$ cat config.mk
export PLATFORM = sky130hd
export DESIGN_NAME = mem_stage_sequencer
export DESIGN_NICKNAME = d
export VERILOG_FILES = /design/src/rtl/mem_stage_sequencer.sv
export SDC_FILE = /design/constraint.sdc
export NUM_CORES = 1
export LEC_CHECK = 0
export BUFFER_PORTS_ARGS = -buffer_cell sky130_fd_sc_hd__buf_2
export CORE_MARGIN = 2
export CORE_UTILIZATION = 33
export CTS_CLUSTER_SIZE = 20
export DETAILED_ROUTE_END_ITERATION = 7
export PLACE_DENSITY = 0.57
export SKIP_LAST_GASP = 1
export SYNTH_ARGS = -nofsm -noshare
export SYNTH_HDL_FRONTEND = slang
export SYNTH_SLANG_ARGS = --single-unit
$ cat constraint.sdc
create_clock -name clk -period 2.2 [get_ports clk]
set_input_delay 0.11 -clock clk [delete_from_list [all_inputs] [get_ports clk]]
set_output_delay 0.11 -clock clk [all_outputs]
set_load 0.03 [all_outputs]
$ cat src/rtl/mem_stage_sequencer.sv
// mem_stage_sequencer: LC-3b MEM-stage controller sequencing one or two handshaked memory accesses per instruction.
// Optional MEM_TIMEOUT_EN adds a per-access wait limit (TIMEOUT_CYCLES) that aborts with mem_err.
module mem_stage_sequencer #(
    parameter int DATA_WIDTH     = 16,
    parameter int ADDR_WIDTH     = 16,
    parameter int TIMEOUT_CYCLES = 255
) (
    input  logic                    clk,
    input  logic                    reset_n,
    input  logic                    req_valid,
    input  logic [2:0]              op,
    input  logic [ADDR_WIDTH-1:0]   addr,
    input  logic [DATA_WIDTH-1:0]   store_data,
    input  logic                    mem_resp,
    input  logic [DATA_WIDTH-1:0]   mem_rdata,
    output logic                    mem_read,
    output logic                    mem_write,
    output logic [ADDR_WIDTH-1:0]   mem_address,
    output logic [DATA_WIDTH-1:0]   mem_wdata,
    output logic [DATA_WIDTH/8-1:0] mem_byte_enable,
    output logic                    stall,
    output logic                    done,
    output logic [DATA_WIDTH-1:0]   load_data,
    output logic                    mem_err
);
    localparam int LANES = DATA_WIDTH / 8;
    localparam int LB = $clog2(LANES);
    localparam logic [ADDR_WIDTH-1:0] AMASK = ~ADDR_WIDTH'(LANES - 1);
    localparam logic [2:0] OP_LDR = 3'd0, OP_STR = 3'd1, OP_LDB = 3'd2, OP_STB = 3'd3,
                           OP_LDI = 3'd4, OP_STI = 3'd5, OP_TRAP = 3'd6, OP_RSV = 3'd7;

    typedef enum logic [1:0] {IDLE, FIRST, INDIRECT, COMPLETE} state_t;

    state_t                state_q, state_d;
    logic [2:0]            op_q, op_d;
    logic [ADDR_WIDTH-1:0] addr_q, addr_d, ptr_q, ptr_d;
    logic [DATA_WIDTH-1:0] sdata_q, sdata_d, load_q, load_d;
    logic                  active, second, is_byte, is_store, timeout;
    logic [LB-1:0]         lane;
    logic [7:0]            rbyte;

    assign active   = (state_q == FIRST) || (state_q == INDIRECT);
    assign second   = state_q == INDIRECT;
    assign is_byte  = (op_q == OP_LDB) || (op_q == OP_STB);
    // STI's first access reads the pointer; only its second access writes
    assign is_store = second ? (op_q == OP_STI) : ((op_q == OP_STR) || (op_q == OP_STB));
    assign lane     = addr_q[LB-1:0];
    assign rbyte    = mem_rdata[8*lane +: 8];

    assign mem_read        = active & ~is_store;
    assign mem_write       = active & is_store;
    assign mem_address     = !active ? '0 : is_byte ? addr_q : ((second ? ptr_q : addr_q) & AMASK);
    assign mem_wdata       = !active ? '0 : is_byte ? {LANES{sdata_q[7:0]}} : sdata_q;
    assign mem_byte_enable = !active ? '0 : is_byte ? LANES'(1) << lane : {LANES{1'b1}};
    assign stall           = ((state_q == IDLE) && req_valid) || active;
    assign done            = state_q == COMPLETE;
    assign load_data       = load_q;

    always_comb begin
        state_d = state_q;
        op_d    = op_q;
        addr_d  = addr_q;
        sdata_d = sdata_q;
        ptr_d   = ptr_q;
        load_d  = load_q;
        case (state_q)
            IDLE: if (req_valid) begin
                if (op == OP_RSV) begin
                    state_d = COMPLETE;
                end else begin
                    state_d = FIRST;
                    op_d    = op;
                    addr_d  = addr;
                    sdata_d = store_data;
                end
            end
            FIRST: if (mem_resp) begin
                state_d = (op_q == OP_LDI || op_q == OP_STI) ? INDIRECT : COMPLETE;
                ptr_d   = (op_q == OP_LDI || op_q == OP_STI) ? ADDR_WIDTH'(mem_rdata) : ptr_q;
                load_d  = (op_q == OP_LDB) ? {{(DATA_WIDTH-8){rbyte[7]}}, rbyte} :
                          (op_q == OP_LDR || op_q == OP_TRAP) ? mem_rdata : load_q;
            end else if (timeout) begin
                state_d = COMPLETE;
            end
            INDIRECT: if (mem_resp) begin
                state_d = COMPLETE;
                load_d  = (op_q == OP_LDI) ? mem_rdata : load_q;
            end else if (timeout) begin
                state_d = COMPLETE;
            end
            default: state_d = IDLE;
        endcase
    end

    always_ff @(posedge clk or negedge reset_n) begin
        if (!reset_n) begin
            state_q <= IDLE;
            op_q    <= '0;
            addr_q  <= '0;
            sdata_q <= '0;
            ptr_q   <= '0;
            load_q  <= '0;
        end else begin
            state_q <= state_d;
            op_q    <= op_d;
            addr_q  <= addr_d;
            sdata_q <= sdata_d;
            ptr_q   <= ptr_d;
            load_q  <= load_d;
        end
    end

`ifdef MEM_TIMEOUT_EN
    localparam int CW = $clog2(TIMEOUT_CYCLES + 1);
    logic [CW-1:0] cnt_q;
    logic          err_q;

    assign timeout = cnt_q == CW'(TIMEOUT_CYCLES);
    assign mem_err = done & err_q;

    // any state change restarts the wait count, so each access gets a full budget
    always_ff @(posedge clk or negedge reset_n) begin
        if (!reset_n) begin
            cnt_q <= '0;
            err_q <= 1'b0;
        end else begin
            cnt_q <= (state_d != state_q) ? '0 : cnt_q + 1'b1;
            err_q <= active & ~mem_resp & timeout;
        end
    end
`else
    assign timeout = 1'b0;
    assign mem_err = TIMEOUT_CYCLES < 0;
`endif
endmodule

==> results.sh <==
export IMPL_status="completed"
export IMPL_worst_slew_pin_transition_ns=0.661
export IMPL_postRouteAntennaNets=0
export IMPL_crit_type="reg -> out"
export IMPL_synthDistinctLibCells=31
export IMPL_numPortBuffers=108
export IMPL_vias=2699
export IMPL_power_share_clock=0.111
export IMPL_fmax_ghz=0.494
export IMPL_synth_edf_count=0
export IMPL_synth_seq_area_share=0.518
export IMPL_period_minus_slack_ns=2.02
export IMPL_crit_path_start_kind="register"
export IMPL_synth_top_area_share=0.518
export IMPL_cellPowerDensity_nw_per_um2=1780
export IMPL_final_instance_count_excl_fill=578
export IMPL_switching_power_mw=3.87
export IMPL_p_int_mw=4.14
export IMPL_antenna_found_initial=0
export IMPL_synth_area_sq_um=3290
export IMPL_vdd_drop_max_mv=0.988
export IMPL_gp_congestion=0.773
export IMPL_met3_usage=0.0617
export IMPL_finClkSkew_ns=0.00850
export IMPL_utilization=0.463
export IMPL_via_per_inst=4.67
export IMPL_n_antenna_cell=0
export IMPL_use_met1=0.206
export IMPL_power_frac_comb=0.602
export IMPL_cts_root_buf="clkbuf_8"
export IMPL_yosysMostFrequentCell="dfrtp_1"
export IMPL_clockBufferDepth=2
export IMPL_drc=0
export IMPL_cts_sinks=68
export IMPL_synthFlopType="dfrtp_1"
export IMPL_synthMuxAreaShare=0.244
export IMPL_cellLeakagePower_nw=2.17
export IMPL_maxSlewViolCount=0
export IMPL_placed_cells=533
export IMPL_finalNetCount=499
export IMPL_post_drt_wl_per_cell_microns=15.2
export IMPL_drt_iter0_markers=68
export IMPL_syn_num_nets=355
export IMPL_nFillCells=976
export IMPL_grt_pass1_vias=2815
export IMPL_crit_required_ns=2.09
export IMPL_cts_clk_slew_worst_paths_ns=0.07
export IMPL_chipHeight_microns=104
export IMPL_yosys_area_share_simple=0.103
export IMPL_die_area_sq_um=10800
export IMPL_ys_seq_elements=68
export IMPL_power_frac_seq=0.286
export IMPL_critPathCaptureType="primary output"
export IMPL_grt_max_degree=42
export IMPL_numCtsBuffers=9
export IMPL_synth_xor_area_frac=0
export IMPL_max_slew_margin=0.560
export IMPL_cts_tree="done"
export IMPL_synth_compound_area_frac=0.0784
export IMPL_arrival_ns=1.91
export IMPL_hpwl_microns=6270
export IMPL_fin_setup_tns_ns=0
export IMPL_yosys_area_top_type="dfrtp_1"
export IMPL_synth_adder_area_share=0.0152
export IMPL_top_usage_layer="met2"
export IMPL_fin_crit_sh=0.919
export IMPL_core_area_sq_um=9730
export IMPL_cp_max_fo=15
export IMPL_postCtsSetupBuffers=0
export IMPL_rsz0062_at_grt="false"
export IMPL_synth_async_sr_flop_share=1.00
export IMPL_drive_above_1_share=0.456
export IMPL_hold_violations=0
export IMPL_grt_overflow=0
export IMPL_synth_top_family_by_area="multiplexers"
export IMPL_ios=110
export IMPL_synth_warnings=0
export IMPL_area_growth_synth_to_final_pct=37.2
export IMPL_wl_microns=8780
export IMPL_htreeDepth=3
export IMPL_max_cap_viol_count=0
export IMPL_firstDrtPassIters=4
export IMPL_synthTopCellsByCount="dfrtp_1 (68), mux2_2 (61), nand2_1 (54)"
export IMPL_grt_util_met2=0.278
export IMPL_syn_avg_cell_area_sq_um=11.1
export IMPL_p_sw_frac=0.483
export IMPL_insertion_delay_ns=0.35
export IMPL_die_w_microns=104
export IMPL_yosys_top_cells_area="dfrtp_1 (52%), mux2_2 (21%), nand2_1 (6.2%)"
export IMPL_min_path_type="in -> reg"
export IMPL_postSynthCellCount=296
export IMPL_rows=36
export IMPL_grt_util_all_layers=0.167
export IMPL_start_util=0.338
export IMPL_grt_pass1_wl_microns=14200
export IMPL_setup_violations=0
==> state kept, by name (all words and copies together), names as in the netlist <==
register   flops
addr_q        16
load_data     16
op_q           3
ptr_q         15
sdata_q       16
state_q        2
==> critical path, stage by stage (launching register included) <==
cell and delay, ns:
dfrtp_1 0.41, inv_1 0.14, ha_4 0.20, and2_1 0.13, buf_4 0.21, nand2_1 0.11
a21oi_1 0.15, buf_2 0.22
==> per-stage QoR <==
step	setup slack (ns)	power, mW	area (sq um)	hold slack [ns]
final	0.177	8.01	4510	0.0125
after global routing	0.0425	8.59	4510	0.000270
after CTS	0.0709	8.07	4480	0.00112
after detailed placement	0.0997	7.11	4030	0.182
after global placement	0.170	7.03	4030	0.181
after floorplan	0.218	5.72	3290	-0.186
==> cell families (layout without fill, tap and decap cells) <==
kind of cell / Yosys count / in the layout
simple gates: 76 / 76
mux: 72 / 72
flops: 68 / 68
compound gates: 45 / 45
buf+inv: 30 / 179
fa+ha+maj: 4 / 4
other cells: 1 / 1
==> power by group through the flow <==
| stage | Sequential (mW) | Clock, mW | Combinational, mW |
|---|---|---|---|
| 2_1_floorplan | 2.51 | 0 | 3.21 |
| 3_3_place_gp | 2.29 | 0 | 4.73 |
| 3_5_place_dp | 2.31 | 0 | 4.80 |
| 4_1_cts | 2.29 | 0.925 | 4.85 |
| 5_1_grt | 2.38 | 0.982 | 5.23 |
| 6_report | 2.29 | 0.890 | 4.83 |
==> metal layers <==
metal	vias up	share of wire
met3	6	0.066
met4	0	0.0073
met1	1305	0.46
met2	92	0.47
met5	-	0
li1	1296	-
==> timing repair <==
action                                  4_1_cts  5_1_grt
endpoints found under the setup margin       15        1
resized for setup                             2        2
hold endpoints to repair                     53        2
hold buffers                                 27        2
pin swaps                                     0        0
==> cells in the final DEF (no fill, tap or decap), types with 9 or more instances in the layout <==
| cell | instances |
|---|---|
| buf_2 | 107 |
| dfrtp_1 | 68 |
| mux2_2 | 61 |
| nand2_1 | 53 |
| dlygate4sd3_1 | 29 |
| a21oi_1 | 25 |
| inv_1 | 12 |
| buf_4 | 12 |
| o21ai_0 | 11 |
| mux2i_1 | 10 |
| and2_1 | 9 |
| clkbuf_8 | 9 |
==> cell type report <==
cell class,count,area [sq um],area share
Clock buffer,9,124,0.0275
Tap cell,133,166,0.0369
Sequential cell,68,1700,0.377
Multi-Input combinational cell,198,1480,0.329
Inverter,13,48.8,0.0108
Clock inverter,7,43.8,0.00971
Timing Repair Buffer,150,943,0.209
==> worst paths after layout <==
check	startpoint	endpoint	slack [ns]	cells after the start
max	state_q[0]	mem_address[9]	0.18	7
min	store_data[6]	sdata_q[6]	0.01	2
max reg2reg	state_q[0]	load_data[0]	0.23	6
min reg2reg	ptr_q[15]	ptr_q[15]	0.51	1
max in group asynchronous	reset_n	op_q[2]	1.21	3
min in group asynchronous	reset_n	sdata_q[1]	0.33	2
No activity file was read; power rests on OpenSTA's default activity.
